`src/rtl/riscv_pkg.sv`:
```
// Shared register-file widths and the writeback entry carried through the load buffer.
package riscv_pkg;

  localparam int XLEN       = 32;
  localparam int REG_ADDR_W = 5;
  localparam int NUM_REGS   = 1 << REG_ADDR_W;

  typedef struct packed {
    logic [REG_ADDR_W-1:0] rd;
    logic [XLEN-1:0]       data;
  } wb_entry_t;

  typedef enum logic [1:0] {
    WB_SRC_NONE = 2'd0,
    WB_SRC_ALU  = 2'd1,
    WB_SRC_LOAD = 2'd2
  } wb_src_e;

endpackage

```
`src/rtl/wb_fifo.sv`:
```
// In-order buffer of accepted load results waiting for a register-file write slot.
module wb_fifo
  import riscv_pkg::*;
#(
  parameter  int DEPTH = 2,
  localparam int PW    = $clog2(DEPTH),
  localparam int CW    = $clog2(DEPTH + 1)
) (
  input  logic          i_clk,
  input  logic          i_rst_n,
  input  logic          i_push,
  input  wb_entry_t     i_push_data,
  input  logic          i_pop,
  output wb_entry_t     o_head,
  output logic          o_full,
  output logic          o_empty,
  output logic [CW-1:0] o_count
);

  wb_entry_t     r_mem [DEPTH];
  logic [PW-1:0] r_wr_ptr;
  logic [PW-1:0] r_rd_ptr;
  logic [CW-1:0] r_count;
  logic          w_do_push;
  logic          w_do_pop;

  assign o_full    = (r_count == CW'(DEPTH));
  assign o_empty   = (r_count == '0);
  assign o_count   = r_count;
  assign o_head    = r_mem[r_rd_ptr];
  assign w_do_push = i_push & ~o_full;
  assign w_do_pop  = i_pop & ~o_empty;

  // Storage needs no reset: an entry is only read once the count says it was written.
  always_ff @(posedge i_clk) begin
    if (w_do_push) begin
      r_mem[r_wr_ptr] <= i_push_data;
    end
  end

  always_ff @(posedge i_clk or negedge i_rst_n) begin
    if (!i_rst_n) begin
      r_wr_ptr <= '0;
      r_rd_ptr <= '0;
      r_count  <= '0;
    end else begin
      if (w_do_push) r_wr_ptr <= r_wr_ptr + PW'(1);
      if (w_do_pop)  r_rd_ptr <= r_rd_ptr + PW'(1);
      case ({w_do_push, w_do_pop})
        2'b10:   r_count <= r_count + CW'(1);
        2'b01:   r_count <= r_count - CW'(1);
        default: r_count <= r_count;
      endcase
    end
  end

endmodule

```
`src/rtl/writeback_arbiter.sv`:
```
// Single-port register-file writeback shared by the ALU and buffered load results,
// with a starvation guard that periodically stalls the ALU and a pending-load scoreboard.
module writeback_arbiter
  import riscv_pkg::*;
#(
  parameter int FIFO_DEPTH   = 2,
  parameter int STARVE_LIMIT = 3
) (
  input  logic                  CLK,
  input  logic                  RESET_N,
  input  logic                  AluValid,
  input  logic [REG_ADDR_W-1:0] AluRd,
  input  logic [XLEN-1:0]       AluData,
  output logic                  AluStall,
  input  logic                  LdValid,
  output logic                  LdReady,
  input  logic [REG_ADDR_W-1:0] LdRd,
  input  logic [XLEN-1:0]       LdData,
  input  logic                  IssueLoad,
  input  logic [REG_ADDR_W-1:0] IssueRd,
  output logic [NUM_REGS-1:0]   Pending,
  output logic [REG_ADDR_W-1:0] A3,
  output logic [XLEN-1:0]       WD3,
  output logic                  RegWrite
);

  localparam int CW = $clog2(FIFO_DEPTH + 1);
  localparam int SW = $clog2(STARVE_LIMIT + 1);

  logic                  r_regwrite;
  logic [REG_ADDR_W-1:0] r_a3;
  logic [XLEN-1:0]       r_wd3;
  logic                  r_alu_stall;
  logic [SW-1:0]         r_starve;
  logic [NUM_REGS-1:0]   r_pending;

  logic                  w_push;
  wb_entry_t             w_push_data;
  logic                  w_pop;
  wb_entry_t             w_head;
  logic                  w_fifo_full;
  logic                  w_fifo_empty;
  logic [CW-1:0]         w_fifo_count;
  wb_src_e               w_src;
  wb_entry_t             w_sel;
  logic [SW-1:0]         w_starve_nxt;
  logic [NUM_REGS-1:0]   w_pend_nxt;

  // Ready comes from the registered count only, so a pop never frees a slot in the same cycle.
  assign LdReady     = RESET_N & ~w_fifo_full & (w_fifo_count < CW'(FIFO_DEPTH));
  assign w_push      = LdValid & LdReady;
  assign w_push_data = '{rd: LdRd, data: LdData};

  wb_fifo #(
    .DEPTH (FIFO_DEPTH)
  ) u_fifo (
    .i_clk       (CLK),
    .i_rst_n     (RESET_N),
    .i_push      (w_push),
    .i_push_data (w_push_data),
    .i_pop       (w_pop),
    .o_head      (w_head),
    .o_full      (w_fifo_full),
    .o_empty     (w_fifo_empty),
    .o_count     (w_fifo_count)
  );

  always_comb begin
    w_src = WB_SRC_NONE;
    w_sel = '0;
    w_pop = 1'b0;
    if (AluValid && !r_alu_stall) begin
      w_src = WB_SRC_ALU;
      w_sel = '{rd: AluRd, data: AluData};
    end else if (!w_fifo_empty) begin
      w_src = WB_SRC_LOAD;
      w_sel = w_head;
      w_pop = 1'b1;
    end
  end

  always_comb begin
    w_starve_nxt = r_starve;
    if (w_fifo_empty || w_pop) begin
      w_starve_nxt = '0;
    end else if (w_src == WB_SRC_ALU && r_starve != SW'(STARVE_LIMIT)) begin
      w_starve_nxt = r_starve + SW'(1);
    end
  end

  // A new issue to the same rd outranks the retiring load's clear.
  always_comb begin
    w_pend_nxt = r_pending;
    if (w_src == WB_SRC_LOAD) begin
      w_pend_nxt[w_sel.rd] = 1'b0;
    end
    if (IssueLoad && IssueRd != '0) begin
      w_pend_nxt[IssueRd] = 1'b1;
    end
    w_pend_nxt[0] = 1'b0;
  end

  always_ff @(posedge CLK or negedge RESET_N) begin
    if (!RESET_N) begin
      r_regwrite  <= 1'b0;
      r_a3        <= '0;
      r_wd3       <= '0;
      r_alu_stall <= 1'b0;
      r_starve    <= '0;
      r_pending   <= '0;
    end else begin
      r_regwrite  <= (w_src != WB_SRC_NONE) && (w_sel.rd != '0);
      r_a3        <= w_sel.rd;
      r_wd3       <= w_sel.data;
      r_alu_stall <= (w_starve_nxt == SW'(STARVE_LIMIT));
      r_starve    <= w_starve_nxt;
      r_pending   <= w_pend_nxt;
    end
  end

  assign RegWrite = r_regwrite;
  assign A3       = r_a3;
  assign WD3      = r_wd3;
  assign AluStall = r_alu_stall;
  assign Pending  = r_pending;

endmodule

```
`config.mk`:
```
export PLATFORM = sky130hd
export DESIGN_NAME = writeback_arbiter
export DESIGN_NICKNAME = d
export VERILOG_FILES = /design/src/rtl/riscv_pkg.sv /design/src/rtl/wb_fifo.sv /design/src/rtl/writeback_arbiter.sv
export SDC_FILE = /design/constraint.sdc
export NUM_CORES = 1
export LEC_CHECK = 0
export CAP_MARGIN = 30
export CELL_PAD_IN_SITES_DETAIL_PLACEMENT = 0
export CELL_PAD_IN_SITES_GLOBAL_PLACEMENT = 2
export CORE_MARGIN = 2
export CORE_UTILIZATION = 35
export CTS_CLUSTER_SIZE = 30
export DETAILED_ROUTE_END_ITERATION = 10
export GPL_ROUTABILITY_DRIVEN = 0
export PLACE_DENSITY = 0.84
export SLEW_MARGIN = 0
export SYNTH_ARGS = -nofsm -noshare
export SYNTH_HDL_FRONTEND = slang
export SYNTH_SLANG_ARGS = --single-unit
```
`constraint.sdc`:
```
create_clock -name CLK -period 7.73 [get_ports CLK]
set_input_delay 0.773 -clock CLK [delete_from_list [all_inputs] [get_ports CLK]]
set_output_delay 0.773 -clock CLK [all_outputs]
set_load 0.1 [all_outputs]
```
Word-level counts from Yosys, hierarchy flattened. Memories as Yosys holds them, arrays and structs flattened. Index checks and enable logic that the tools add are counted.

Logic and storage cells: 67. Bits in read-only memories: 0. Output and inout bits: 72. Input port bits: 84. Bits in writable memories: 74. Bits in registers: 76. Memories: 1. Latch bits: 0.

Add/sub/neg operators: 5. Multiplexer cells: 17. Equality and inequality tests: 7. Shift-type cells: 0. Magnitude comparators: 5. Bitwise logic cells: 10. Reductions and logical operators: 13. Div/mod/pow operators: 0. $mul: 0.

Memories: u_fifo.r_mem (words 2, width 37, rd ports 1, clocked after Yosys merged registers in 0, write ports 1, line wb_fifo.sv:20) `wb_entry_t r_mem [DEPTH];`.

Operator list (count): 37-bit two-way mux (2); 32-bit two-way mux (2); 32-bit AND (1); 32-bit NOT (1); 32-bit OR (1); 5-bit by 6-bit less-than comparator with 1-bit output (second input constant) (2); 1-bit demux with 5-bit select (2); 5-bit by 1-bit greater-or-equal comparator with 1-bit output (second input constant) (2); 5-bit nonzero test (2); 2-bit == test (second input constant) (4); 2-bit two-way mux (4); 1-bit logical AND (6); 1-bit two-way mux (6); 1-bit AND (5); 2-bit by 1-bit adder with 2-bit output (second input constant) (2); 2-bit by 1-bit == test with 1-bit output (second input constant) (2); 2-bit one-hot mux with 2 select lines (1); 2-bit nonzero test (2); 1-bit adder (second input constant) (2); 2-bit zero test (1); 2-bit less-than comparator (second input constant) (1); 2-bit != test (second input constant) (1); 1-bit NOT (2); 2-bit by 1-bit subtractor with 2-bit output (second input constant) (1); 2 further kinds (2).

Logic depth before layout (Yosys ltp). Gate-level depths: netlist of the first run.

Depth in word-level cells: 12. Gate-level depth with buffers: 10. Depth with buffers taken out: 7.

Cells and area by module. Synthesis of the first run repeated with hierarchy kept, for this count alone.

Cells, all modules: 468. Area, all modules: 6182.2 um^2.

By module, submodules not included: writeback_arbiter (times used 1, sequential area each 1801.7 um^2, area an instance 3233.1 um^2, cells an instance 335); wb_fifo (times used 1, sequential area each 2322.2 um^2, area an instance 2949.1 um^2, cells an instance 133).

Worst setup path after synthesis of the first run. No wires, ideal clock.

Kind: input port to flip-flop. Start: input port RESET_N. End: memory u_fifo.r_mem[0][0] in the netlist's numbering, enable pin. Setup time: 0.431 ns. Stages on the path: 3. Path buffers: 0. Arrival: 4.122 ns. Setup slack: 3.176 ns. Required time: 7.299 ns. Cells stage by stage: nor2b_1 > nand2_1 > nor2_1.

Cells in the longest elaborated chain, start to end: 6.

Ends and longest elaborated chain: start: declaration (line writeback_arbiter.sv:10) `input logic RESET_N,`; 1-bit AND (2 in a row) (line writeback_arbiter.sv:50) `assign LdReady = RESET_N & ~w_fifo_full & (w_fifo_count < CW'(FIFO_DEPTH));`; 1-bit AND (line writeback_arbiter.sv:51) `assign w_push = LdValid & LdReady;`; 1-bit AND (line wb_fifo.sv:31) `assign w_do_push = i_push & ~o_full;`; 1-bit two-way mux (line wb_fifo.sv:36) `if (w_do_push) begin`; 1-bit two-way mux (not written as such) (line wb_fifo.sv:37) `r_mem[r_wr_ptr] <= i_push_data;`; end: declaration (line wb_fifo.sv:20).

No other way between the ends.

Worst setup path in the final report of the first run.
Start: input port RESET_N. End: output port LdReady.

Cells in the longest elaborated chain, start to end: 2.

Ends and longest elaborated chain: 1-bit AND (2 in a row) (line writeback_arbiter.sv:50); end: declaration (line writeback_arbiter.sv:16) `output logic LdReady,`.

No other way between the ends.

==> results of run 1 <==
## cell families (layout without fill, tap and decap cells)
kind of cell,Yosys count,in the layout,synth area share (%)
adders and majority gates,2,2,0.426
AOI/OAI and AO/OA,108,108,11.4
DFF,150,150,70.2
other,1,1,0.0638
and+or+nand+nor,84,84,7.56
xor gates and xnor gates,6,6,0.894
muxes,41,41,7.33
buffers and inverters,27,195,2.11
## Yosys cell counts, types with 4 or more instances
| master | instances | area, um2 |
|---|---|---|
| mux2i_1 | 36 | 360 |
| o21ai_0 | 51 | 255 |
| o21bai_1 | 4 | 30.0 |
| edfxtp_1 | 74 | 2220 |
| nand3b_1 | 7 | 52.6 |
| nand3_1 | 6 | 30.0 |
| buf_2 | 9 | 45.0 |
| nor2_1 | 5 | 18.8 |
| o21ai_1 | 11 | 55.1 |
| nand2b_1 | 4 | 25.0 |
| xnor2_1 | 4 | 35.0 |
| dfrtp_1 | 76 | 1900 |
| o31ai_1 | 27 | 203 |
| inv_1 | 4 | 15.0 |
| nor2b_1 | 4 | 25.0 |
| nand2_1 | 38 | 143 |
| clkbuf_1 | 11 | 41.3 |
## stage by stage
step | hold WS, ns | std cells | area (um2)
after floorplan | 0.461 | 419 | 5880
after global routing | 0.321 | 807 | 8180
after detailed placement | 0.493 | 774 | 7630
final | 0.321 | 807 | 8180
after CTS | 0.506 | 806 | 8150
after global placement | 0.492 | 773 | 7610
## flip-flops by register name (all words and copies together), names as in the netlist
| register | count |
|---|---|
| u_fifo.r_rd_ptr | 1 |
| u_fifo.r_mem | 74 |
| A3 | 5 |
| RegWrite | 1 |
| u_fifo.o_count | 2 |
| WD3 | 32 |
| u_fifo.r_wr_ptr | 1 |
| AluStall | 1 |
| Pending | 31 |
| r_starve | 2 |
## final cells by class
type | count | share of cell area [%]
multi-input combinational | 242 | 20.0
clock buffer | 20 | 5.34
timing repair buffer | 159 | 19.7
tap | 220 | 3.36
inverter | 4 | 0.184
sequential | 150 | 50.4
clock inverter | 12 | 1.02
## routing by layer
metal / global-route usage (%) / vias up / wire length, um
met4: 5.56 / 2 / 35
met2: 26.2 / 146 / 6960
met5: 0 / - / 13
met3: 5.48 / 4 / 1120
met1: 21.5 / 1900 / 6160
li1: - / 1887 / -
## path summary, 6_finish.rpt
kind / start / end / slack [ns]
min in group CLK: Pending[11] / Pending[11] / 0.49
max in group asynchronous: RESET_N / WD3[12] / 6.85
max reg2reg: u_fifo.r_rd_ptr / Pending[4] / 5.30
min: RESET_N / Pending[21] / 0.32
max: RESET_N / LdReady / 4.69
min reg2reg: Pending[11] / Pending[11] / 0.49
==> flow_summary.json, run 1 <==
{
  "status": "finished, final reports clean",
  "crit_path_cell_chain": "buf_4 > nor2b_1 > clkdlybuf4s50_1",
  "tightest_slew_ns": 0.999,
  "ffs_w_async_s_r_synth_pct": 50.7,
  "tritoncts": "done",
  "nets": 660,
  "path_class": "in -> out",
  "layout.filler_cells": 1438,
  "netlist_area_um2": 5880,
  "hp-class": "in -> async",
  "required_ns": 6.96,
  "cap_violations": 0,
  "rr_worst_depth": 5,
  "timing.final.max_slew_violations": 0,
  "cts-htree-levels": 4,
  "vias": 3939,
  "detailedRoute.firstPassIterationCount": 5,
  "layout-drive-gt1-share_pct": 7.67,
  "drc_errors": 0,
  "cts_resized": 0,
  "numPortBuffers": 154,
  "drt-vias-per-instance": 4.88,
  "route.detailed.wl_per_inst_um": 17.7,
  "antenna_found_initial": 1,
  "synth_nets": 505,
  "total_count_of_hold_check_failures_in_the_final_report": 0,
  "drt_wl_total_um": 14300,
  "crit_fanout": 3,
  "critPathMaxStageDelay_ns": 1.17,
  "setup_viol": 0,
  "ys_seq_area_share_pct": 70.2,
  "grt_max_degree": 77,
  "post_cts_buffers": 0,
  "drt_iter0_drc": 227,
  "timing.slew.headroom_pct": 33.2,
  "number_of_antenna_repair_diodes": 0,
  "die_width_um": 134,
  "core_region_area_um2": 16500,
  "worst_path_dominant_cell_family": "buffers and inverters",
  "slowest_stage": "clkdlybuf4s50_1",
  "clk_pin_slew_ns": 0.06,
  "critical_path_arrival_ns": 2.27,
  "clk_path_buf_depth": 2,
  "initial_core_util_pct": 35.6,
  "global_route_wire_length_before_repair_um": 22400,
  "fmaxAchievable_mhz": 329,
  "layout_min_cycle_time_ns": 3.04,
  "yosys_warning_count": 0,
  "flow.area_growth_from_synthesis_pct": 39.2,
  "die-height_um": 134,
  "multi_input_comb_area_um2": 1640,
  "synthDistinctLibCells": 50,
  "postSynth.topFlopCell": "dfrtp_1",
  "crit_path_end_kind": "output port",
  "die-area_um2": 17800,
  "track_usage_pct": 16.5,
  "pin_count": 156,
  "grt_remaining_overflow": 0,
  "place_ws_ns": 4.42,
  "timing.critical_path.buf_inv": 2,
  "via_count_of_the_first_global_routing_pass": 4154,
  "fin_skew_ns": 0.00755,
  "synth-edff-count": 74,
  "cp.depth": 3,
  "drt.antenna.violating_nets": 0,
  "fin_util_pct": 49.5,
  "seqCellArea_um2": 4130,
  "cells_after_synthesis": 419,
  "post-dp-hpwl_um": 9970,
  "timing.setup.tns_ns": 0,
  "floorplan.rows": 47,
  "insertion_delay_ns": 0.41,
  "ys_seq_elements": 150,
  "cts_num_sinks": 150,
  "postCtsHoldBufs": 0,
  "final_cell_mix": "clkdlybuf4s50_1, dfrtp_1, edfxtp_1",
  "finalWorstSetupSlack_ns": 4.69,
  "critical_path.startpoint_type": "primary input",
  "post_route_fraction_of_the_period_consumed_by_the_critical_path_pct": 39.4,
  "grt_setup_unrepaired": "false",
  "clock_buffer_count_from_cts": 17,
  "layout_commonest_cell": "clkdlybuf4s50_1",
  "synth.avg_cell_area_um2": 14.0,
  "clk_root_buffer_cell": "clkbuf_16"
}
Power of run 1 is not shown: default switching activity piles up to over one toggle a cycle in this logic, so the estimate is an artifact.
==> run 2: changes to the inputs <==
--- a/config.mk
+++ b/config.mk
@@ -9,11 +9,11 @@
 export CELL_PAD_IN_SITES_DETAIL_PLACEMENT = 0
 export CELL_PAD_IN_SITES_GLOBAL_PLACEMENT = 2
 export CORE_MARGIN = 2
-export CORE_UTILIZATION = 35
+export CORE_UTILIZATION = 32
 export CTS_CLUSTER_SIZE = 30
 export DETAILED_ROUTE_END_ITERATION = 10
 export GPL_ROUTABILITY_DRIVEN = 0
-export PLACE_DENSITY = 0.84
+export PLACE_DENSITY = 0.78
 export SLEW_MARGIN = 0
 export SYNTH_ARGS = -nofsm -noshare
 export SYNTH_HDL_FRONTEND = slang
==> constraint.sdc (replaced) <==
create_clock -name CLK -period 3 [get_ports CLK]
set_input_delay 0.3 -clock CLK [delete_from_list [all_inputs] [get_ports CLK]]
set_output_delay 0.3 -clock CLK [all_outputs]
set_load 0.1 [all_outputs]
==> run 2 against run 1 <==
  * Design area about the same
  * Critical path type is now reg -> reg
  * Sequential share of layout area about the same
  * Register-to-register slack got worse by 4.6 ns
  * Highest routed layer unchanged
  * Critical path depth increased by 2
  * Utilization is 4.0 points lower
  * Worst hold slack gained 0.12 ns
  * Final cell count is 1.4% higher
  * Clock-buffer cell count shrank 1
  * First-iteration DRC count decreased by 19%
  * Flip-flop and latch count did not move
  * Non-clock buffer count rose by 2
==> flow_summary.json, run 2 (synthesized netlist as in run 1, its figures left out) <==
{
  "grt_setup_unrepaired": "false",
  "track_usage_pct": 15.8,
  "vias": 4072,
  "worstReg2RegEnd": "Pending[18]",
  "drt-vias-per-instance": 4.98,
  "slowest_stage": "and2b_4",
  "crit_path_cell_chain": "and2b_4 > o31a_1 > inv_1 > o31ai_1 > o21ai_0",
  "clock_buffer_count_from_cts": 17,
  "drt_wl_total_um": 14900,
  "largest_reg_flops": 74,
  "die-height_um": 140,
  "insertion_delay_ns": 0.42,
  "via_count_of_the_first_global_routing_pass": 4277,
  "holdPathEnd": "WD3[16]",
  "drc_errors": 0,
  "floorplan.rows": 49,
  "antenna_found_initial": 2,
  "tightest_slew_ns": 0.984,
  "cap_violations": 0,
  "die_width_um": 140,
  "timing.reg2reg.setup_slack_ns": 0.74,
  "clk_pin_slew_ns": 0.06,
  "tritoncts": "done",
  "critical_path.startpoint_type": "flip-flop",
  "crit_path_end_kind": "flip-flop",
  "timing.setup.tns_ns": 0,
  "min_path_cells": 3,
  "total_count_of_hold_check_failures_in_the_final_report": 0,
  "nets": 662,
  "clk_root_buffer_cell": "clkbuf_16",
  "post_route_fraction_of_the_period_consumed_by_the_critical_path_pct": 75.4,
  "rr_worst_depth": 5,
  "timing.slew.headroom_pct": 34.2,
  "final_cell_mix": "clkdlybuf4s50_1, dfrtp_1, edfxtp_1",
  "drt_iter0_drc": 184,
  "pin_count": 156,
  "grt_max_degree": 47,
  "cts-htree-levels": 4,
  "layout_commonest_cell": "clkdlybuf4s50_1",
  "post-dp-hpwl_um": 10400,
  "fmaxAchievable_mhz": 442,
  "drt.antenna.violating_nets": 0,
  "cts_resized": 0,
  "layout_min_cycle_time_ns": 2.26,
  "flow.area_growth_from_synthesis_pct": 39.1,
  "numPortBuffers": 154,
  "r2r-start": "AluStall",
  "initial_core_util_pct": 32.7,
  "die-area_um2": 19500,
  "route.detailed.wl_per_inst_um": 18.2,
  "registers.top_by_ff_count": "u_fifo.r_mem",
  "critical_path_arrival_ns": 2.55,
  "path_class": "reg -> reg",
  "grt_remaining_overflow": 0,
  "cts_num_sinks": 150,
  "critPathMaxStageDelay_ns": 0.64,
  "core_region_area_um2": 18000,
  "detailedRoute.firstPassIterationCount": 5,
  "fin_skew_ns": 0.00909,
  "number_of_antenna_repair_diodes": 0,
  "layout-drive-gt1-share_pct": 17.0,
  "required_ns": 3.29,
  "clk_path_buf_depth": 2,
  "status": "finished, final reports clean",
  "hold_path_startpoint": "AluData[16]",
  "crit_fanout": 43,
  "global_route_wire_length_before_repair_um": 23600,
  "hp-class": "in -> reg",
  "setup_viol": 0,
  "timing.final.max_slew_violations": 0,
  "layout.filler_cells": 1635
}
==> run 2: worst max-delay path, delay by kind of cell (launching register included) <==
kind	cells	cell delay, ns
AOI/OAI and AO/OA	3	0.87
and+or+nand+nor	1	0.64
DFF	1	0.44
buffers and inverters	1	0.18
==> run 2: area by class of cell <==
type | instances | area (um2) | share of cell area [%]
Clock buffer | 19 | 443 | 5.42
Clock inverter | 13 | 168 | 2.05
Inverter | 4 | 15.0 | 0.184
Multi-Input combinational cell | 242 | 1640 | 20.0
Sequential cell | 150 | 4130 | 50.5
Tap cell | 229 | 287 | 3.50
Timing Repair Buffer | 161 | 1500 | 18.3
==> run 2: per-layer routing <==
| layer | GRT usage, % | share of wire [%] | vias to the layer above |
|---|---|---|---|
| met5 | 0 | 0.16 | - |
| met4 | 5.10 | 1.4 | 4 |
| met3 | 6.06 | 9.5 | 21 |
| met2 | 24.3 | 46 | 180 |
| met1 | 20.7 | 43 | 1972 |
| li1 | - | - | 1895 |
==> run 2: what timing repair did <==
action,4_1_cts,5_1_grt
hold endpoints to repair,30,0
hold buffers,1,0
setup buffers,0,0
==> run 2: stage by stage <==
stage                     util (%)  worst slack [ns]  hold slack (ns)  instance area [um2]  instances
after floorplan                  -            0.0553          0.00441                 5880        419
after global placement        41.9             0.464            0.476                 7530        784
after detailed placement      42.1             0.383            0.380                 7550        785
after CTS                     45.5             0.761            0.418                 8180        818
after global routing          45.5             0.562            0.444                 8180        818
final                         45.5             0.739            0.436                 8180        818
==> run 2: worst max-delay path by stage <==
stage,start,endpoint
after global placement,AluValid,Pending[19]
after global routing,AluStall,Pending[16]
after CTS,AluStall,Pending[19]
final,AluStall,Pending[18]
after floorplan,u_fifo.o_count[1],u_fifo.r_mem[0][0]
after detailed placement,AluValid,Pending[19]
Power of run 2 is left out for the same reason.
==> run 3: changes to the inputs <==
--- a/config.mk
+++ b/config.mk
@@ -9,11 +9,11 @@
 export CELL_PAD_IN_SITES_DETAIL_PLACEMENT = 0
 export CELL_PAD_IN_SITES_GLOBAL_PLACEMENT = 2
 export CORE_MARGIN = 2
-export CORE_UTILIZATION = 32
+export CORE_UTILIZATION = 29
 export CTS_CLUSTER_SIZE = 30
 export DETAILED_ROUTE_END_ITERATION = 10
 export GPL_ROUTABILITY_DRIVEN = 0
-export PLACE_DENSITY = 0.78
+export PLACE_DENSITY = 0.74
 export SLEW_MARGIN = 0
 export SYNTH_ARGS = -nofsm -noshare
 export SYNTH_HDL_FRONTEND = slang
==> constraint.sdc (replaced) <==
create_clock -name CLK -period 1.9 [get_ports CLK]
set_input_delay 0.19 -clock CLK [delete_from_list [all_inputs] [get_ports CLK]]
set_output_delay 0.19 -clock CLK [all_outputs]
set_load 0.1 [all_outputs]
==> run 3 against run 2 <==
  * Setup slack got worse by 0.73 ns
  * Critical path depth is the same
  * Critical path type unchanged
  * Clock-buffer cell count down 2
  * Via count up 2.1%
  * Clock skew rose by 0.0029 ns
  * Worst hold slack worse by 0.31 ns
  * Maximum frequency up 20%
  * Design area up 3.8%
  * Global-route usage decreased by 1.3 points
  * Non-clock buffer count up 30
  * Routed wire length grew 1.8%
==> flow_summary.json, run 3 (synthesized netlist as in run 1, its figures left out) <==
{
  "required_ns": 2.21,
  "core_region_area_um2": 20000,
  "cts_num_sinks": 150,
  "timing.final.max_slew_violations": 0,
  "numPortBuffers": 154,
  "route.detailed.wl_per_inst_um": 17.0,
  "post_cts_buffers": 0,
  "die-area_um2": 21400,
  "antenna_found_initial": 1,
  "setup.worst_path.start": "u_fifo.r_rd_ptr",
  "grt_setup_unrepaired": "true",
  "die_width_um": 146,
  "setup_viol": 0,
  "via_count_of_the_first_global_routing_pass": 4444,
  "registers.top_by_ff_count": "u_fifo.r_mem",
  "layout_commonest_cell": "buf_4",
  "place_area_um2": 7820,
  "grt_remaining_overflow": 0,
  "layout.cell_area.non_filler_um2": 8480,
  "initial_core_util_pct": 29.3,
  "track_usage_pct": 14.5,
  "floorplan.rows": 52,
  "finalWorstSetupSlack_ns": 0.0101,
  "clk_path_buf_depth": 2,
  "drt_wl_total_um": 15200,
  "total_count_of_hold_check_failures_in_the_final_report": 0,
  "cts-htree-levels": 4,
  "path_class": "reg -> reg",
  "r2r-start": "u_fifo.r_rd_ptr",
  "clk_root_buffer_cell": "clkbuf_16",
  "drt-vias-per-instance": 4.67,
  "die-height_um": 146,
  "post_route_fraction_of_the_period_consumed_by_the_critical_path_pct": 99.5,
  "clock_buffer_count_from_cts": 17,
  "largest_reg_flops": 74,
  "critical_path.startpoint_type": "flip-flop",
  "post-dp-hpwl_um": 11000,
  "tritoncts": "done",
  "drc_errors": 0,
  "crit_path_end_kind": "flip-flop",
  "layout-drive-gt1-share_pct": 26.3,
  "place_ws_ns": -0.0683,
  "layout.filler_cells": 1905,
  "crit_fanout": 8,
  "drt_iter0_drc": 164,
  "fmaxAchievable_mhz": 529,
  "layout_min_cycle_time_ns": 1.89,
  "detailedRoute.firstPassIterationCount": 4,
  "timing.slew.headroom_pct": 63.7,
  "insertion_delay_ns": 0.42,
  "final_cell_mix": "buf_4, clkdlybuf4s50_1, dfrtp_1, edfxtp_1, o21ai_0",
  "fin_skew_ns": 0.0120,
  "global_route_wire_length_before_repair_um": 23800,
  "status": "finished, final reports clean",
  "multi_input_comb_area_um2": 1730,
  "grt_max_degree": 42,
  "cap_violations": 0,
  "critical_path_arrival_ns": 2.20,
  "tightest_slew_ns": 0.537,
  "vias": 4159,
  "clk_pin_slew_ns": 0.06,
  "hp-class": "in -> async",
  "nets": 692,
  "seqCellArea_um2": 4130,
  "flow.area_growth_from_synthesis_pct": 44.4,
  "drt.antenna.violating_nets": 0,
  "pin_count": 156
}
run 3: changes by cell type in the layout (fill, tap and decap cells not counted), moves of 4 or more:
cell | before | now
o31ai_2 | 0 | 4
buf_4 | 56 | 102
clkdlybuf4s50_1 | 102 | 82
o21ai_1 | 11 | 16
o31ai_1 | 27 | 22
o21ai_0 | 51 | 46
run 3: final cells by class:
class,instances,share of cell area [%]
Timing Repair Buffer,191,20.0
Clock buffer,17,5.01
Sequential cell,150,48.7
Antenna cell,1,0.0295
Multi-Input combinational cell,242,20.4
Clock inverter,15,1.77
Inverter,4,0.177
Tap cell,270,3.98
run 3: worst paths after layout:
kind                                     to  slack [ns]  cells after the start
worst max-delay path            Pending[10]        0.01                      5
worst min-delay path             Pending[4]        0.13                      2
worst max register to register  Pending[10]        0.01                      5
worst min register to register  Pending[22]        0.51                      2
max in group asynchronous            WD3[4]        1.00                      3
min in group CLK                    WD3[19]        0.33                      3
run 3: through the flow:
stage / util (%) / hold slack, ns / setup TNS, ns / instances
6_report: 42.3 / 0.131 / 0 / 890
5_1_grt: 42.3 / 0.128 / -0.321 / 890
4_1_cts: 41.9 / 0.123 / 0 / 889
3_5_place_dp: 39.0 / 0.0183 / -0.916 / 856
3_3_place_gp: 39.0 / 0.0195 / -0.269 / 856
2_1_floorplan: - / -0.106 / -14.19 / 419
run 3: critical path, cell delays in order, from the launching register on:
cell and delay (ns):
dfrtp_2 0.43, mux2i_4 0.34, or4b_4 0.51, buf_8 0.16, o21bai_1 0.16, a22o_1 0.18
run 3: layer usage:
layer | up-vias | GRT usage (%) | wire, um
met1 | 2047 | 17.2 | 6480
li1 | 1947 | - | -
met5 | - | 0 | 0
met4 | 0 | 5.78 | 327
met3 | 23 | 5.88 | 1160
met2 | 142 | 23.6 | 7200
run 3: repair_timing:
| item | 4_1_cts | 5_1_grt |
|---|---|---|
| hold buffers | 1 | 0 |
| setup endpoints to repair | 0 | 21 |
| endpoints found under the hold margin | 73 | 0 |
| resized for setup | 0 | 16 |
Power of run 3 is left out for the same reason.
